### config.mk
export PLATFORM = sky130hd
export DESIGN_NAME = led_div
export DESIGN_NICKNAME = d
export VERILOG_FILES = /design/src/rtl/led_div_pkg.sv /design/src/rtl/div_counter.sv /design/src/rtl/led_div.sv
export SDC_FILE = /design/constraint.sdc
export NUM_CORES = 1
export LEC_CHECK = 0
export ABC_AREA = 1
export CAP_MARGIN = 20
export CORE_UTILIZATION = 47
export DETAILED_ROUTE_END_ITERATION = 8
export PLACE_DENSITY = 0.75
export SETUP_SLACK_MARGIN = 0.02
export SYNTH_ARGS = -nofsm -noshare
export SYNTH_HDL_FRONTEND = slang
export SYNTH_SLANG_ARGS = --single-unit
### constraint.sdc
create_clock -name clk -period 2.05 [get_ports clk]
set_clock_uncertainty 0.15 [all_clocks]
set_input_delay 0.41 -clock clk [delete_from_list [all_inputs] [get_ports clk]]
set_output_delay 0.41 -clock clk [all_outputs]
set_load 0.05 [all_outputs]
### src/rtl/led_div_pkg.sv
// ---------------------------------------------------------------------------
// led_div_pkg
//   Shared definitions for the LED divider slice.
//   - DEF_WIDTH / DEF_TWIDTH : default widths of the half-period and toggle
//                              counters
//   - DEF_HP                 : half-period that takes effect after reset
//   - hp_t                   : half-period value at the default width
//   - load_state_e           : state of the half-period load handshake
//   - hp_clamp()             : maps a half-period of 0 to 1
// ---------------------------------------------------------------------------
package led_div_pkg;

  localparam int DEF_WIDTH  = 8;
  localparam int DEF_TWIDTH = 16;
  localparam int DEF_HP     = 3;

  typedef logic [DEF_WIDTH-1:0] hp_t;

  // LD_IDLE: shadow register empty, a new half-period can be accepted.
  // LD_PENDING: a value waits in the shadow register for the next terminal.
  typedef enum logic {
    LD_IDLE    = 1'b0,
    LD_PENDING = 1'b1
  } load_state_e;

  // A half-period of zero cycles has no meaning; treat it as the fastest
  // legal rate instead of letting the counter compare underflow.
  function automatic hp_t hp_clamp(hp_t value);
    return (value == '0) ? hp_t'(1) : value;
  endfunction

endpackage

### src/rtl/div_counter.sv
// ---------------------------------------------------------------------------
// div_counter
//   Half-period counter for led_div. Counts enabled cycles from 0 up to
//   hp_i-1 and raises term_o combinationally in the enabled cycle where the
//   count reaches that terminal value; the count then restarts from 0.
//
//   Ports:
//     clk    in   system clock, rising edge
//     rst_n  in   synchronous active-low reset (count returns to 0)
//     en_i   in   count enable; when low the count holds and term_o is 0
//     hp_i   in   half-period in effect, always >= 1
//     term_o out  terminal strobe, valid in the cycle before the edge that
//                 wraps the count
// ---------------------------------------------------------------------------
module div_counter
  import led_div_pkg::*;
#(
  parameter int WIDTH = DEF_WIDTH
) (
  input  logic             clk,
  input  logic             rst_n,
  input  logic             en_i,
  input  logic [WIDTH-1:0] hp_i,
  output logic             term_o
);

  logic [WIDTH-1:0] cnt_q;
  logic [WIDTH-1:0] cnt_d;

  // The terminal compare uses the half-period currently in effect; a new
  // value only reaches hp_i at a terminal, so the compare never sees a
  // half-period change partway through a count.
  assign term_o = en_i && (cnt_q == (hp_i - WIDTH'(1)));

  // Next-count logic: hold when disabled, wrap on terminal, otherwise step.
  always_comb begin
    cnt_d = cnt_q;
    if (en_i) begin
      if (term_o) begin
        cnt_d = '0;
      end else begin
        cnt_d = cnt_q + WIDTH'(1);
      end
    end
  end

  // Count register with synchronous reset.
  always_ff @(posedge clk) begin
    if (!rst_n) begin
      cnt_q <= '0;
    end else begin
      cnt_q <= cnt_d;
    end
  end

endmodule

### src/rtl/led_div.sv
// ---------------------------------------------------------------------------
// led_div
//   Programmable clock divider / LED blinker. Produces a 50% duty square wave
//   on led with a half-period of hp enabled cycles, a registered one-cycle
//   tick for every led transition, and a wrapping count of transitions. The
//   half-period can be reprogrammed through a valid/ready port; the new value
//   waits in a shadow register and is applied only at the end of the
//   half-period in progress, so the output never shows a runt pulse.
//
//   Ports:
//     clk         in   system clock, rising edge
//     rst_n       in   synchronous active-low reset
//     en          in   count enable; when low everything but the load
//                      handshake freezes
//     load_valid  in   a new half-period is offered on load_hp
//     load_hp     in   offered half-period, 0 is treated as 1
//     load_ready  out  shadow register is free
//     led         out  divided square wave
//     tick        out  one-cycle pulse in the cycle led changes
//     toggles     out  led transitions since reset, wraps
//     hp          out  half-period currently in effect
// ---------------------------------------------------------------------------
module led_div
  import led_div_pkg::*;
#(
  parameter int WIDTH      = DEF_WIDTH,
  parameter int DEFAULT_HP = DEF_HP,
  parameter int TWIDTH     = DEF_TWIDTH
) (
  input  logic              clk,
  input  logic              rst_n,
  input  logic              en,
  input  logic              load_valid,
  input  logic [WIDTH-1:0]  load_hp,
  output logic              load_ready,
  output logic              led,
  output logic              tick,
  output logic [TWIDTH-1:0] toggles,
  output logic [WIDTH-1:0]  hp
);

  load_state_e       state_q, state_d;
  logic [WIDTH-1:0]  hp_q, hp_d;
  logic [WIDTH-1:0]  pendHp_q, pendHp_d;
  logic              led_q, led_d;
  logic              tick_q, tick_d;
  logic [TWIDTH-1:0] toggles_q, toggles_d;

  logic              term;
  logic              loadFire;
  logic [WIDTH-1:0]  loadHpClamped;

  // The package helper works at the default width; any other width uses an
  // equivalent local compare so the clamp never truncates the offered value.
  generate
    if (WIDTH == DEF_WIDTH) begin : g_pkg_clamp
      assign loadHpClamped = hp_clamp(load_hp);
    end else begin : g_local_clamp
      assign loadHpClamped = (load_hp == '0) ? WIDTH'(1) : load_hp;
    end
  endgenerate

  div_counter #(
    .WIDTH (WIDTH)
  ) u_counter (
    .clk    (clk),
    .rst_n  (rst_n),
    .en_i   (en),
    .hp_i   (hp_q),
    .term_o (term)
  );

  // Only one value can wait at a time, so ready simply reflects an empty
  // shadow register. A held load_valid is therefore taken once and then
  // blocked until the pending value has been applied.
  assign load_ready = (state_q == LD_IDLE);
  assign loadFire   = load_valid && load_ready;

  // Next-state logic. The terminal consumes whatever was pending before this
  // edge; a handshake landing on the same edge only fills the shadow register
  // and waits for the following terminal. Because a handshake requires the
  // idle state, the two updates of state_d never compete for a value.
  always_comb begin
    state_d   = state_q;
    hp_d      = hp_q;
    pendHp_d  = pendHp_q;
    led_d     = led_q;
    tick_d    = 1'b0;
    toggles_d = toggles_q;

    if (term) begin
      led_d     = !led_q;
      tick_d    = 1'b1;
      toggles_d = toggles_q + TWIDTH'(1);
      if (state_q == LD_PENDING) begin
        hp_d    = pendHp_q;
        state_d = LD_IDLE;
      end
    end

    if (loadFire) begin
      pendHp_d = loadHpClamped;
      state_d  = LD_PENDING;
    end
  end

  // State registers. Reset drops any pending value along with the count so
  // the block restarts from the default half-period.
  always_ff @(posedge clk) begin
    if (!rst_n) begin
      state_q   <= LD_IDLE;
      hp_q      <= WIDTH'(DEFAULT_HP);
      pendHp_q  <= '0;
      led_q     <= 1'b0;
      tick_q    <= 1'b0;
      toggles_q <= '0;
    end else begin
      state_q   <= state_d;
      hp_q      <= hp_d;
      pendHp_q  <= pendHp_d;
      led_q     <= led_d;
      tick_q    <= tick_d;
      toggles_q <= toggles_d;
    end
  end

  assign led     = led_q;
  assign tick    = tick_q;
  assign toggles = toggles_q;
  assign hp      = hp_q;

endmodule

==> reports/results.txt, run 1 <==
Crit-path slowest cell - dfxtp_4
GRT overflow - 0
Worst path buffer plus inverter count - 2
Final TNS setup - 0 ns
Drt pass-1 iters - 4
Initial antenna violation count - 0
Status - completed
Final WS setup - 0.0925 ns
Drt drc - 0
CTS tree - built
Routed WL per cell - 12.9 µm
Tcrit/Tclk final - 95.5%
First-pass GRT wire length - 9090 µm
Layout cell share with drive strength beyond 1 - 22.1%
Ports - 39
Hold buffer count at cts - 0
Tightest Hold Check Type - flip-flop to flip-flop
Area Growth Syn to Fin - 34.6%
N_diodes - 0
Total core area - 4790 µm²
Clock slew at reported path FFs - 0.09 ns
Final setup viols - 0
CP delay by family, top - simple AND/OR/NAND/NOR gates
Die H - 73.1 µm
Fin. Hold Viols - 0
Crit path required time - 2.11 ns
Sequential area share after synthesis - 36.2%
Final Max Tran Viols - 0
Max-cap viol count - 0
Crit Path Max Fanout - 8
LEAKAGE - 1.48 nW
Die span in x - 73.1 µm
Slack of the worst reg-to-reg path - 0.09 ns
Yosys reg bits - 43
Startpoint Class - flip-flop
Worst skew pair latency - 0.31 ns
Deepest clock path buffer count - 2
Synth top area cells - dfxtp_1 36%, nand2_1 14%, nor2_1 8.7%
Cell variety after synth - 26
RD Place Congestion - 0.829
Via count - 2432
Starting DRC count in detailed routing - 233
Max VDD drop - 0.560 mV
CP max stage delay - 0.37 ns
WL final - 6280 µm
Post-detail-place hpwl - 4080 µm
Vias per cell - 4.99
Vias in the first global route - 2047
Yosys top cell by area - dfxtp_1
Slew HR - 66.8%
Fmax - 0.511 GHz
Fin nets - 434
Net count after synthesis - 376
# port buffers - 38
WP depth - 11
Number of clock sinks - 43
Finished Core Util - 66.8%
Crit end category - flip-flop
Top-area cell type share of the netlist area - 36.2%
Most frequent cells in the layout - 86 x nand2_1, 53 x nor2_1, 49 x inv_1
DIE AREA - 5340 µm²
Crit path cell chain - inv_4, ha_4, or2_4, nand2_2, nor2_2, nand3_2, nor2_4, buf_12, nand3_2, nor2_1, nor2_1
Worst setup path category - flip-flop to flip-flop
Mapped Cells - 361
Tmin final - 1.96 ns
Mean Syn Cell Area - 6.58 µm²
Antenna Violating Nets Remaining - 0
Root Buffer - clkbuf_8
Syn Std Cell Area - 2370 µm²
CP arrival - 2.02 ns
Cell row count - 25
Starting Density - 49.6%
Warnings, synthesis - 0
H-Tree Depth - 2
P per Cell Area - 622 nW/µm²
Commonest non-fill, non-tap cell in the layout - nand2_1
Total GRT Usage - 22.0%
Hold depth - 2
Reg2reg path depth - 11
Setup WS pre-CTS - -0.0563 ns
CTS Buf Count - 5
Tightest Pin Transition - 0.497 ns
Largest net degree at the start of global routing - 18
synth_stat cells:
| master | count |
|---|---|
| a21oi_1 | 14 |
| buf_2 | 2 |
| buf_4 | 1 |
| buf_6 | 2 |
| clkbuf_1 | 4 |
| dfxtp_1 | 43 |
| ha_1 | 3 |
| inv_1 | 51 |
| inv_2 | 2 |
| nand2_1 | 90 |
| nand2_2 | 3 |
| nand3_1 | 22 |
| nand3_2 | 7 |
| nand3_4 | 1 |
| nand4_1 | 12 |
| nor2_1 | 55 |
| nor2_2 | 2 |
| nor2_4 | 3 |
| nor3_1 | 9 |
| nor4_1 | 1 |
| o211ai_1 | 1 |
| o21ai_0 | 16 |
| o21ai_1 | 4 |
| or2_2 | 1 |
| xnor2_1 | 3 |
| xor2_1 | 9 |
state kept, by name, indices dropped and copies added (netlist names):
signal           count
toggles             16
u_counter.cnt_q      8
hp                   8
tick                 1
pendHp_q             8
state_q              1
led                  1
power breakdown:
group          switching, mW  internal [mW]
clock network          0.339          0.370
logic                  0.216          0.148
registers             0.0426          0.873
total                  0.597           1.39
kinds of logic (layout without fill, tap and decap cells):
family,after synthesis,in the layout,synth area share (%)
simple gates,206,207,39.6
buf+inv,62,120,10.7
flops,43,43,36.2
compound gates,35,35,7.48
xor+xnor,12,12,4.43
fa+ha+maj,3,3,1.58
worst register-to-register path, cell delays in order (launching register included):
cell and delay [ns]:
dfxtp_4 0.37, inv_4 0.04, ha_4 0.26, or2_4 0.11, nand2_2 0.04, nor2_2 0.10, nand3_2 0.10, nor2_4 0.14
buf_12 0.15, nand3_2 0.18, nor2_1 0.15, nor2_1 0.06
metal layers:
layer / share of wire [%] / global-route usage, % / wire (µm)
met1: 46 / 31.1 / 2870
met2: 47 / 33.6 / 2970
met3: 5.4 / 3.31 / 341
met4: 1.8 / 8.50 / 110
met5: 0 / 0 / 0
final cells by class:
class	instances	area, µm²
timing repair buffer	59	577
clock buffer	5	68.8
clock inverter	3	47.5
tap	67	83.8
sequential	43	872
fill	415	1590
inverter	53	201
multi-input combinational	257	1350
final timing paths:
kind,start,endpoint
min reg2reg,pendHp_q[1],hp[1]
max reg2reg,hp[1],hp[6]
max,hp[1],hp[6]
min,pendHp_q[1],hp[1]
what timing repair did:
action,4_1_cts,5_1_grt
endpoints found under the setup margin,0,30
buffers inserted,0,5
gates resized for setup,0,26
metrics by stage:
step / power (mW) / instance area (µm²) / hold slack [ns] / instances
CTS: 1.93 / 2990 / 0.317 / 479
floorplan: 1.12 / 2390 / 0.273 / 361
global placement: 1.24 / 2870 / 0.290 / 471
finish: 1.99 / 3200 / 0.317 / 487
global route: 2.06 / 3200 / 0.357 / 487
detailed placement: 1.24 / 2870 / 0.295 / 471
Note: power is estimated with default switching activity, not from simulation.
==> inputs of run 2 (changes only) <==
Settings changed: CAP_MARGIN 20 to unset.
==> results of run 2 <==
The final DEF is identical to that of run 1; final timing and power are the same.
